--- config.mk ---
export PLATFORM = sky130hd
export DESIGN_NAME = lcd1602_byte_sequencer
export DESIGN_NICKNAME = d
export VERILOG_FILES = /design/src/rtl/lcd1602_byte_sequencer.sv
export SDC_FILE = /design/constraint.sdc
export NUM_CORES = 1
export LEC_CHECK = 0
export ABC_AREA = 1
export CAP_MARGIN = 20
export CORE_UTILIZATION = 44
export CTS_CLUSTER_SIZE = 16
export DETAILED_ROUTE_END_ITERATION = 12
export GPL_TIMING_DRIVEN = 0
export HOLD_SLACK_MARGIN = 0.15
export PLACE_DENSITY = 0.71
export SYNTH_ARGS = -nofsm -noshare
export SYNTH_HDL_FRONTEND = slang
export SYNTH_SLANG_ARGS = --single-unit
--- constraint.sdc ---
create_clock -name clk -period 1.5 [get_ports clk]
set_input_delay 0.3 -clock clk [delete_from_list [all_inputs] [get_ports clk]]
set_output_delay 0.3 -clock clk [all_outputs]
set_load 0.05 [all_outputs]
--- src/rtl/lcd1602_byte_sequencer.sv ---
// lcd1602_byte_sequencer: expands one LCD byte into a PCF8574 address byte plus four 4-bit-mode expander bytes, then waits the LCD execution time.
module lcd1602_byte_sequencer #(
  parameter logic [7:0] SLAVE_ADDR = 8'h4E,
  parameter logic       BACKLIGHT  = 1'b1,
  parameter int         WAIT_SHORT = 2000,
  parameter int         WAIT_LONG  = 100000
) (
  input  logic       clk,
  input  logic       rst,
  input  logic       req,
  input  logic       rs,
  input  logic [7:0] lcd_data,
  output logic       ready,
  output logic       done,
  output logic       en_write,
  output logic [7:0] data,
  input  logic       write_done,
  output logic       frame_active
);
  localparam int CW = WAIT_LONG > 0 ? $clog2(WAIT_LONG + 1) : 1;
  localparam logic [CW-1:0] SHORT_N = CW'(WAIT_SHORT);
  localparam logic [CW-1:0] LONG_N = CW'(WAIT_LONG);
  typedef enum logic [2:0] {IDLE, SEND, GAP, WAIT, FIN} state_t;
  state_t state_q, state_d;
  logic [2:0] idx_q, idx_d;
  logic rs_q, rs_d;
  logic [7:0] lcd_q, lcd_d, data_q, data_d;
  logic [CW-1:0] cnt_q, cnt_d, wait_n;
  logic [3:0] nib;
  assign nib = idx_q < 3'd3 ? lcd_q[7:4] : lcd_q[3:0];
  assign wait_n = (!rs_q && lcd_q[7:2] == 6'd0) ? LONG_N : SHORT_N;
  assign ready = state_q == IDLE;
  assign en_write = state_q == SEND;
  assign frame_active = state_q == SEND || state_q == GAP;
  assign done = state_q == FIN;
  assign data = data_q;
  always_comb begin
    state_d = state_q;
    idx_d = idx_q;
    rs_d = rs_q;
    lcd_d = lcd_q;
    data_d = data_q;
    cnt_d = cnt_q;
    case (state_q)
      IDLE: if (req) begin
        state_d = SEND;
        idx_d = 3'd0;
        rs_d = rs;
        lcd_d = lcd_data;
        data_d = SLAVE_ADDR;
      end
      SEND: if (write_done) begin
        if (idx_q == 3'd4) begin
          state_d = wait_n == '0 ? FIN : WAIT;
          cnt_d = wait_n;
        end else begin
          state_d = GAP;
          idx_d = idx_q + 3'd1;
        end
      end
      GAP: begin
        state_d = SEND;
        data_d = {nib, BACKLIGHT, idx_q[0], 1'b0, rs_q};
      end
      WAIT: begin
        cnt_d = cnt_q - CW'(1);
        state_d = cnt_q == CW'(1) ? FIN : WAIT;
      end
      FIN: state_d = IDLE;
      default: state_d = IDLE;
    endcase
  end
  always_ff @(posedge clk) begin
    if (rst) begin
      state_q <= IDLE;
      idx_q <= 3'd0;
      rs_q <= 1'b0;
      lcd_q <= 8'h00;
      data_q <= 8'h00;
      cnt_q <= '0;
    end else begin
      state_q <= state_d;
      idx_q <= idx_d;
      rs_q <= rs_d;
      lcd_q <= lcd_d;
      data_q <= data_d;
      cnt_q <= cnt_d;
    end
  end
endmodule

* Yosys cells after proc, flatten, opt, wreduce, memory -nomap -nowiden
Index checks and enable logic that the tools add are counted.
W data, S select, Z words.
** Storage, ports and cells
- Flip-flop bits (word level) :: 40
- Bits of input ports :: 13
- Logic and storage cells :: 50
** Operators by class
- Add/sub/neg operators :: 2
- Order comparisons :: 1
- Eq/ne operators :: 10
- Muxes and demuxes :: 17
- Reductions and logical operators :: 14
** Operators by type and width (count)
- $mux W17 :: 3
- $pmux W17 S2 :: 1
- $mux W3 :: 8
- $eq A17 B1 Y1 const B :: 1
- $logic_not A17 Y1 :: 1
- $sub A17 B1 Y17 const B :: 1
- $pmux W8 S2 :: 1
- $pmux W3 S4 :: 1
- $mux W8 :: 1
- $eq A3 B2 Y1 const B :: 2
- $eq A3 B3 Y1 const B :: 2
- $logic_not A6 Y1 :: 1
- $pmux W3 S2 :: 1
- $reduce_and A2 Y1 :: 3
- $reduce_bool A2 Y1 :: 3
- $mux W4 :: 1
- $ne A2 B1 Y1 const B :: 2
- $ne A2 B2 Y1 const B :: 2
- $reduce_and A4 Y1 :: 1
- $add A3 B1 Y3 const B :: 1
- $eq A3 B1 Y1 const B :: 1
- $logic_not A3 Y1 :: 1
- $lt A3 B2 Y1 const B :: 1
- $reduce_and A3 Y1 :: 1
- 3 further kinds :: 3

* Depth between registers and ports, before layout
- Word-level depth :: 8
- Mapped depth :: 11
- Depth with buffers taken out :: 11

* Least setup slack after synthesis
No wires, ideal clock.
- Path type :: reg-to-output
- Start :: register state_q[2]
- End :: output port done
- Arrival time :: 1.443 ns
- Data required time :: 1.200 ns
- Path slack :: -0.243 ns
- Cell stages (with the launch flop) :: 3
- Path through :: dfxtp_1 inv_2 nor3_1
** On the way
- Word-level cells in the longest chain between the ends :: 1
** Ends and longest elaborated chain
- from (decl) :: line 24 : state_t state_q, state_d;
- from (signal assigned) :: line 82 : state_q <= state_d;
- $eq A3 B3 Y1 :: line 35 : assign done = state_q == FIN;
- to (decl) :: line 14 : output logic done,
Every way passes these cells.

* Final worst setup path
- Start :: register state_q[0]
- End :: output port frame_active
** On the way
- Word-level cells in the longest chain between the ends :: 2
** Ends and longest elaborated chain
- $eq A3 B1 Y1 / $eq A3 B2 Y1 (equally long branches) :: line 34 : assign frame_active = state_q == SEND || state_q == GAP;
- $logic_or A1 B1 Y1 * :: line 34
- to (decl) :: line 18 : output logic frame_active
Mark *: on every way between the ends. The rest lies on a longest branch, timed or not.

==> impl_results.rst <==
.. list-table::
   :header-rows: 1

   * - Metric
     - Value
   * - Synth Net Count
     - 326
   * - H-tree level count
     - 2
   * - Dominant delay contributor by cell family on the critical path
     - simple AND/OR/NAND/NOR gates
   * - Antenna violations before repair
     - 0
   * - Leakage Power
     - 0.00120 uW
   * - Global router's overall resource usage
     - 20.5%
   * - Synthesized area divided by synthesized cell count
     - 6.64 um2
   * - Critical setup path kind
     - register to output pin
   * - Cell area after technology mapping
     - 0.00205 mm2
   * - Post-synthesis register bit count
     - 40
   * - # diodes
     - 0
   * - Largest stage delay on the critical path
     - 380 ps
   * - Via count of the first global-routing pass
     - 1853
   * - Achievable frequency
     - 656 MHz
   * - Worst Path Arrival
     - 1220 ps
   * - Post-layout total power
     - 2880 uW
   * - Final min period
     - 1520 ps
   * - Global route total overflow
     - 0
   * - Power per cell area
     - 1110 mW/mm2
   * - Synth unique cells
     - 28
   * - Leading cell type in the layout, fill and taps excluded
     - sky130_fd_sc_hd__nand2_1
   * - Core Region
     - 0.00441 mm2
   * - Effective utilization at floorplan
     - 46.5%
   * - Final setup skew
     - 4.74 ps
   * - Maximum number of pins on one net before global-route repair
     - 15
   * - Setup repair after global routing missed its margin
     - yes
   * - Final number of hold-violating endpoints
     - 0
   * - Element type at the critical path start
     - register
   * - Wirelength, routed
     - 4.81 mm
   * - Post-layout utilization of the core
     - 58.8%
   * - Multi-input logic area
     - 0.00113 mm2
   * - Clock tree root buffer cell
     - sky130_fd_sc_hd__clkbuf_8
   * - Capturing element type of the critical path
     - output pin
   * - Highest fanout seen on the critical path
     - 6
   * - Layout-stage area growth over the synthesis result
     - 26.5%
   * - Most common cell on crit path
     - sky130_fd_sc_hd__nand2_2
   * - Residual DRC
     - 0
   * - Via density
     - 5.08
   * - CTS tree
     - yes
   * - First-pass GRT wire length
     - 8.02 mm
   * - RePlAce Congestion
     - 0.829
   * - Number of vias in the routed layout
     - 2023
   * - Cell count after synthesis
     - 309
   * - Die Area
     - 0.00494 mm2
   * - Overall die width
     - 70.3 um
   * - Max-cap violations
     - 0
   * - Number of filler instances in the final layout
     - 417
   * - Measured slew at the worst slew-check pin
     - 500 ps
   * - Number of cell rows
     - 24
   * - CTS clk-pin slew, worst paths
     - 80 ps
   * - Ordered cell list for the critical path
     - nor2_2, nand2_2, nand2_2, buf_8
   * - Post-layout worst setup margin
     - -24.8 ps
   * - Outcome
     - finished with violations
   * - Sum of net half-perimeters after detailed placement
     - 3.46 mm
   * - Fin nets
     - 362
   * - Vertical extent of the die
     - 70.3 um
   * - Buf/Inv on CP
     - 1
   * - Number of sinks driven by the clock tree
     - 40
   * - Worst hold slack
     - 466 ps
   * - Average wire length per cell after detail routing
     - 12.1 um
   * - Total negative slack for setup checks
     - -43.7 ps
   * - Final worst-path cycle share
     - 102%
   * - Clock Tree Buf Depth
     - 2
   * - Sequential area share after synthesis
     - 39.0%
   * - CP max stage cell
     - sky130_fd_sc_hd__dfxtp_4
   * - Violated checks
     - negative setup slack
   * - Warning count from the yosys run
     - 0
   * - Reg area
     - 810 um2
   * - Starting DRT DRC Count
     - 90
   * - Worst-case headroom to the max-slew limit
     - 66.8%
   * - Type of the tightest min-delay check
     - register to register
   * - VDD IR max
     - 704 uV
   * - Detailed-routing iteration count for the pre-antenna-repair pass
     - 4
   * - Latest clock arrival within the worst-skew pair
     - 300 ps
   * - Final setup fails
     - 2
   * - Count of pins on the block boundary
     - 25
   * - Buffers added on ports
     - 24
   * - Req. time, crit path
     - 1200 ps
   * - Antenna Nets Post-Route
     - 0
   * - Number of slew-limit violations in the final report
     - 0
   * - Most used cells in the layout excluding fill and tap cells
     - sky130_fd_sc_hd__nand2_1 (57), sky130_fd_sc_hd__inv_1 (39), sky130_fd_sc_hd__nor2_1 (36)
   * - Share of cells above drive strength 1
     - 17.3%
   * - TritonCTS buffer count
     - 5
## registers in the layout, summed over array words and instances (netlist names)
signal and cells:
rs_q 1, state_q 3, cnt_q 17, lcd_q 8, idx_q 3, data 8
## cells in the mapped netlist, drive strengths merged
library cell,instances,area share (%)
o21a,1,0.37
xor2,3,1.3
a21o,2,0.73
nand4,1,0.31
nand3b,1,0.37
o21ai,25,6.3
dfxtp,40,39
a21oi,37,9.4
nand2,66,13
nor2,43,8.4
a31oi,1,0.31
inv,44,8.2
ha,4,2.4
o211ai,1,0.37
clkbuf,3,0.55
nor3,6,1.5
a211oi,1,0.37
buf,4,1.1
nand3,26,6.3
## through the flow
step,cells,setup WS (ps),area [um2]
2_1_floorplan,309,15.1,2060
3_3_place_gp,385,-461,2360
3_5_place_dp,385,-473,2360
4_1_cts,395,-56.6,2500
5_1_grt,398,-87.1,2600
6_report,398,-24.8,2600
## layer usage
layer / vias to the layer above / global-route usage [%] / share of wire (%)
met5: - / 0 / 0
met4: 0 / 8.67 / 2.0
met3: 10 / 5.48 / 3.8
met2: 41 / 34.9 / 49
met1: 908 / 23.9 / 45
li1: 1064 / - / -
## power by group
group	leakage, uW	internal, uW	switching, uW	total (uW)
logic	0.000815	275	487	762
registers	0.000329	1140	59.5	1200
clock network	0.0000548	501	420	922
total	0.00120	1920	967	2880
## path summary, 6_finish.rpt
path              cells past startpoint        from  slack (ps)            to
setup / recovery                      4  state_q[0]         -20  frame_active
hold / removal                        2    lcd_q[0]         470      lcd_q[0]
setup reg to reg                     11  state_q[2]          20      cnt_q[7]
hold reg to reg                       2    lcd_q[0]         470      lcd_q[0]
## repair_timing
action,4_1_cts,5_1_grt
endpoints found under the setup margin,30,33
gates resized for setup,43,30
pin swaps,3,5
buffers inserted,2,3
gates cloned,0,0
hold buffers,0,0
## logic make-up after synthesis
family / after synthesis / synth area share, %
adder cells (fa/ha/maj): 4 / 2.44
AND/OR/NAND/NOR: 143 / 29.6
buffers and inverters: 51 / 9.82
flip-flops: 40 / 39.0
XOR/XNOR: 3 / 1.28
AO/OA/AOI/OAI: 68 / 17.8
## worst min-delay path: stages, from the launching register on
cell,delay [ps]
sky130_fd_sc_hd__dfxtp_1,310
sky130_fd_sc_hd__inv_1,60
sky130_fd_sc_hd__a21oi_1,60
## layout make-up
class,count,share of cell area (%)
plain buffers,7,1.45
clock buffers,5,2.65
clock inverters,3,1.78
inverters,44,6.55
multi-input cells,218,43.4
flip-flops and latches,40,31.2
well taps,52,2.51
repair buffers,29,10.5
(Power assumes the default switching activity.)
